File: src/rtl/interp_seq_ctrl.sv
// interp_seq_ctrl: sequences one NB-IoT subframe (14 sym x 12 sc) of channel-estimate interpolation.
// Requests the divider, waits (with timeout), then streams h_eqlz mux selects + indices under valid/ready.
module interp_seq_ctrl #(
  parameter int NSYM        = 14,
  parameter int NSC         = 12,
  parameter int B1          = 5,
  parameter int B2          = 9,
  parameter int B3          = 12,
  parameter int DIV_TIMEOUT = 64
) (
  input  logic       clk,
  input  logic       rst,
  input  logic       est_valid,
  output logic       div_start,
  input  logic       div_done,
  output logic [1:0] sel,
  output logic       h_valid,
  input  logic       eq_ready,
  output logic [3:0] sym_idx,
  output logic [3:0] sc_idx,
  output logic       busy,
  output logic       sf_done,
  output logic       div_err
);

  localparam int              CW       = $clog2(DIV_TIMEOUT);
  localparam logic [3:0]      LAST_SYM = 4'(NSYM - 1);
  localparam logic [3:0]      LAST_SC  = 4'(NSC - 1);
  localparam logic [CW-1:0]   TMO_LAST = CW'(DIV_TIMEOUT - 1);

  typedef enum logic [2:0] {
    S_IDLE,
    S_DIV_REQ,
    S_DIV_WAIT,
    S_STREAM,
    S_DONE
  } state_t;

  state_t        r_state;
  logic [CW-1:0] r_cnt;
  logic          r_div_start;
  logic [1:0]    r_sel;
  logic          r_h_valid;
  logic [3:0]    r_sym;
  logic [3:0]    r_sc;
  logic          r_busy;
  logic          r_sf_done;
  logic          r_div_err;

  logic          w_xfer;
  logic [3:0]    w_sym_nxt;

  // Select is derived from the symbol being presented, so it moves in lockstep with sym_idx.
  function automatic logic [1:0] sel_of(input logic [3:0] sym);
    if (sym < 4'(B1))      return 2'b00;
    else if (sym < 4'(B2)) return 2'b11;
    else if (sym < 4'(B3)) return 2'b01;
    else                   return 2'b10;
  endfunction

  assign w_xfer    = r_h_valid & eq_ready;
  assign w_sym_nxt = r_sym + 4'd1;

  always_ff @(posedge clk or posedge rst) begin
    if (rst) begin
      r_state     <= S_IDLE;
      r_cnt       <= '0;
      r_div_start <= 1'b0;
      r_sel       <= 2'b00;
      r_h_valid   <= 1'b0;
      r_sym       <= 4'd0;
      r_sc        <= 4'd0;
      r_busy      <= 1'b0;
      r_sf_done   <= 1'b0;
      r_div_err   <= 1'b0;
    end else begin
      case (r_state)
        S_IDLE: begin
          if (est_valid) begin
            r_state     <= S_DIV_REQ;
            r_div_start <= 1'b1;
            r_busy      <= 1'b1;
            r_div_err   <= 1'b0;
          end
        end
        S_DIV_REQ: begin
          r_div_start <= 1'b0;
          r_cnt       <= '0;
          r_state     <= S_DIV_WAIT;
        end
        S_DIV_WAIT: begin
          // div_done takes priority over a timeout landing in the same cycle.
          if (div_done) begin
            r_state   <= S_STREAM;
            r_h_valid <= 1'b1;
            r_sym     <= 4'd0;
            r_sc      <= 4'd0;
            r_sel     <= sel_of(4'd0);
          end else if (r_cnt == TMO_LAST) begin
            r_div_err <= 1'b1;
            r_busy    <= 1'b0;
            r_state   <= S_IDLE;
          end else begin
            r_cnt <= r_cnt + 1'b1;
          end
        end
        S_STREAM: begin
          if (w_xfer) begin
            if (r_sc == LAST_SC) begin
              if (r_sym == LAST_SYM) begin
                r_state   <= S_DONE;
                r_h_valid <= 1'b0;
                r_sf_done <= 1'b1;
                r_sym     <= 4'd0;
                r_sc      <= 4'd0;
                r_sel     <= 2'b00;
              end else begin
                r_sc  <= 4'd0;
                r_sym <= w_sym_nxt;
                r_sel <= sel_of(w_sym_nxt);
              end
            end else begin
              r_sc <= r_sc + 4'd1;
            end
          end
        end
        S_DONE: begin
          r_sf_done <= 1'b0;
          r_busy    <= 1'b0;
          r_state   <= S_IDLE;
        end
        default: r_state <= S_IDLE;
      endcase
    end
  end

  assign div_start = r_div_start;
  assign sel       = r_sel;
  assign h_valid   = r_h_valid;
  assign sym_idx   = r_sym;
  assign sc_idx    = r_sc;
  assign busy      = r_busy;
  assign sf_done   = r_sf_done;
  assign div_err   = r_div_err;

endmodule

File: config.mk
export PLATFORM = sky130hd
export DESIGN_NAME = interp_seq_ctrl
export DESIGN_NICKNAME = d
export VERILOG_FILES = /design/src/rtl/interp_seq_ctrl.sv
export SDC_FILE = /design/constraint.sdc
export NUM_CORES = 1
export LEC_CHECK = 0
export ABC_AREA = 0
export CORE_MARGIN = 5
export CORE_UTILIZATION = 49
export DETAILED_ROUTE_END_ITERATION = 8
export GPL_ROUTABILITY_DRIVEN = 0
export HOLD_SLACK_MARGIN = 0.05
export PLACE_DENSITY = 0.73
export SYNTH_ARGS = -nofsm -noshare
export SYNTH_HDL_FRONTEND = slang
export SYNTH_SLANG_ARGS = --single-unit
File: constraint.sdc
create_clock -name clk -period 2.35 [get_ports clk]
set_input_delay 0.3525 -clock clk [delete_from_list [all_inputs] [get_ports clk]]
set_output_delay 0.3525 -clock clk [all_outputs]
set_load 0.005 [all_outputs]
==> flow_metrics.tcl <==
set metrics [dict create \
    result_of_the_run "completed" \
    setup.worst_path.start_class "input port" \
    synth_largest_area_cell "sky130_fd_sc_hd__dfrtp_1" \
    layout.cells.most_common "sky130_fd_sc_hd__dfrtp_1" \
    final_max_tran_viols 0 \
    synth.mux.area_fraction_pct 0.7512 \
    post_route_cells_drive_above_1_share_pct 7.143 \
    post-cts-setup-buffers 0 \
    synth_top_family_by_area "simple AND/OR/NAND/NOR gates" \
    finalHoldViolations 0 \
    initial_core_util_pct 49.60 \
    tightestPinTransition_ns 0.5586 \
    power_switching_mw 0.1333 \
    final_core_utilization_pct 59.71 \
    synth_enable_flop_cells 0 \
    final_count_of_negative_setup_slack_endpoints 0 \
    slowest_delay_ns 0.49 \
    fp_rows 19 \
    timing.critical_path.to_type "register" \
    power-per-cell-area_mw_per_mm2 405.1 \
    detailedPlacementHpwl_mm 2.082 \
    relSlewSlack_pct 62.76 \
    finalClockSkew_ns 0.006704 \
    yosys.area_share.simple_pct 24.13 \
    timing.hold.worst.class "in -> async" \
    worst-endpoint-arrival_ns 2.09 \
    synth_compound_area_share_pct 21.60 \
    synth_area_leaders "sky130_fd_sc_hd__dfrtp_1 45%, sky130_fd_sc_hd__o21ai_0 5.6%, sky130_fd_sc_hd__nand2_1 4.5%" \
    final_nets 178 \
    power.share.combinational_pct 3.3 \
    post-place-cells 195 \
    grt_first_pass_wirelength_mm 5.016 \
    antennaDiodeCount 0 \
    synth_seq_area_share_pct 45.07 \
    grt_max_degree 25 \
    clk_path_buf_depth 2 \
    core-area_sq_mm 0.002686 \
    ys.warnings.count 0 \
    die_y_um 62.15 \
    crit_family "simple AND/OR/NAND/NOR gates" \
    cts_hold_repair.buffers 0 \
    syn_inst 147 \
    mostFrequentLayoutCells "24 x sky130_fd_sc_hd__dfrtp_1, 19 x sky130_fd_sc_hd__clkdlybuf4s50_1, 16 x sky130_fd_sc_hd__nand2_1" \
    detail-route-antenna-nets 0 \
    synth-adder-area-share_pct 3.756 \
    clock_power_share_pct 33.2 \
    maxCapViolations 0 \
    route.detailed.wl_per_inst_um 14.28 \
    post-layout-total-power_mw 0.6498 \
    tritoncts "yes" \
    vdd_drop_max_mv 0.2617 \
    share_seq_of_total_power_pct 63.6 \
    number_of_primary_i_o_pins 20 \
    grt_overflow_total 0 \
    clk-insertion-delay-late_ns 0.31 \
    async_flop_share_pct 100.0 \
    worst_ep_required_time_ns 2.59 \
    post_synth.cell_area_avg_sq_um 9.065 \
    synthesis.area_sq_mm 0.001333 \
    initialDrtViolationCount 88 \
    min_period_ns 1.849 \
    cts_buffers 3 \
    postSynth.topFlopCell "sky130_fd_sc_hd__dfrtp_1" \
    yosysTopAreaCellShare_pct 45.07 \
    number_of_antenna_violations_at_the_first_check_in_global_routing 0 \
    num_vias 1154 \
    critPathSlowestCell "sky130_fd_sc_hd__or4b_4" \
    switching_share_pct 20.51 \
    grt_pass1_vias 1113 \
    buffer_ports.inserted 19 \
    cts_repair_resize_count 0 \
    post_synth_num_cell_types 36 \
    totalWireLength_mm 2.841 \
    areaGrowthSynthToFinish_pct 20.38 \
    vias_per_cell 5.799 \
    track_usage_pct 15.10 \
    postSynthNetCount 156 \
    worst-path-max-fanout 3 \
    timing.critical_path.cells "clkdlybuf4s50_1 -> or4b_4 -> o21bai_1 -> or4_1 -> a21oi_1" \
    setup_repair_after_global_routing_missed_its_margin "false" \
    cell_internal_pwr_mw 0.5165 \
    critical_path_class "in -> reg" \
    drtPass1Iterations 4 \
    drc 0 \
    layout.cells.non_filler 199 \
    htree_num_levels 1 \
    clk_pin_slew_ns 0.13 \
    floorplan_die_area_sq_mm 0.003863 \
    fin_setup_tns_ns 0 \
    cts.sink_count 24 \
    final.period_utilization_pct 78.66 \
    die_width_um 62.15 \
    worst-path-buf-inv 1 \
    ffs_latches_synth 24 \
    ctsRootBufferMaster "sky130_fd_sc_hd__clkbuf_4" \
    leakagePower_nw 0.6859 \
    max_clock_freq_mhz 541.0 \
    synth-xor-area-share_pct 0.6573 \
]
==> final timing paths <==
kind	depth (start not counted)	endpoint	slack, ns	from
min	3	sym_idx[0]	0.36	rst
min reg2reg	2	sel[0]	0.50	sel[0]
max in group asynchronous	3	sym_idx[1]	1.74	rst
min in group clk	2	sel[0]	0.50	sel[0]
max reg2reg	4	r_cnt[5]	0.52	r_state[2]
max	5	r_cnt[5]	0.50	div_done
==> power groups by stage <==
| stage | Combinational (mW) | Clock, mW | Sequential (mW) |
|---|---|---|---|
| after floorplan | 0.00747 | 0 | 0.421 |
| after global placement | 0.0213 | 0 | 0.421 |
| after detailed placement | 0.0217 | 0 | 0.421 |
| after CTS | 0.0218 | 0.223 | 0.413 |
| after global routing | 0.0239 | 0.244 | 0.413 |
| final | 0.0211 | 0.216 | 0.413 |
==> registers in the layout, indices dropped and copies added, names as in the netlist, 2 cells and up <==
name,count
r_cnt,6
sc_idx,4
sel,2
r_state,3
sym_idx,4
==> stage by stage <==
stage	hold slack [ns]	area, sq um	setup slack (ns)
floorplan	0.3671	1333	0.5278
global placement	0.4726	1568	0.2164
detailed placement	0.4806	1568	0.1782
CTS	0.3695	1604	0.5082
global route	0.3860	1604	0.4375
finish	0.3602	1604	0.5014
==> Yosys cell counts (2+ instances only) <==
library cell / count
sky130_fd_sc_hd__a21oi_1: 9
sky130_fd_sc_hd__a22oi_1: 2
sky130_fd_sc_hd__a41oi_1: 2
sky130_fd_sc_hd__and3_1: 4
sky130_fd_sc_hd__and3b_1: 2
sky130_fd_sc_hd__and4b_1: 2
sky130_fd_sc_hd__clkbuf_1: 6
sky130_fd_sc_hd__dfrtp_1: 24
sky130_fd_sc_hd__ha_1: 4
sky130_fd_sc_hd__inv_1: 4
sky130_fd_sc_hd__nand2_1: 16
sky130_fd_sc_hd__nand2b_1: 3
sky130_fd_sc_hd__nand3_1: 9
sky130_fd_sc_hd__nand3b_1: 2
sky130_fd_sc_hd__nor2_1: 11
sky130_fd_sc_hd__nor2b_1: 4
sky130_fd_sc_hd__nor3_1: 2
sky130_fd_sc_hd__o211ai_1: 2
sky130_fd_sc_hd__o21ai_0: 15
sky130_fd_sc_hd__o31ai_1: 6
sky130_fd_sc_hd__o41ai_1: 3
==> logic make-up after synthesis <==
family | Yosys count
DFF | 24
muxes | 1
xor gates and xnor gates | 1
adders and majority gates | 4
and+or+nand+nor | 60
buffers and inverters | 12
AOI/OAI and AO/OA | 45
==> layer usage <==
| metal | wire length [um] | global-route usage [%] |
|---|---|---|
| met3 | 133 | 2.523 |
| met2 | 1308 | 24.09 |
| met5 | 0 | 0 |
| met1 | 1382 | 20.80 |
| met4 | 17 | 4.607 |
==> final cells by class <==
cell class | count | area [sq um]
fill | 240 | 1082
tap | 31 | 38.79
inverter | 4 | 15.01
multi-input combinational | 111 | 678.2
timing repair buffer | 25 | 235.2
clock buffer | 4 | 36.28
sequential | 24 | 600.6
==> tightest hold or removal path: stages <==
cell and delay (ns):
sky130_fd_sc_hd__clkdlybuf4s50_1 0.39, sky130_fd_sc_hd__inv_1 0.05, sky130_fd_sc_hd__buf_4 0.29
(Power assumes the default switching activity.)
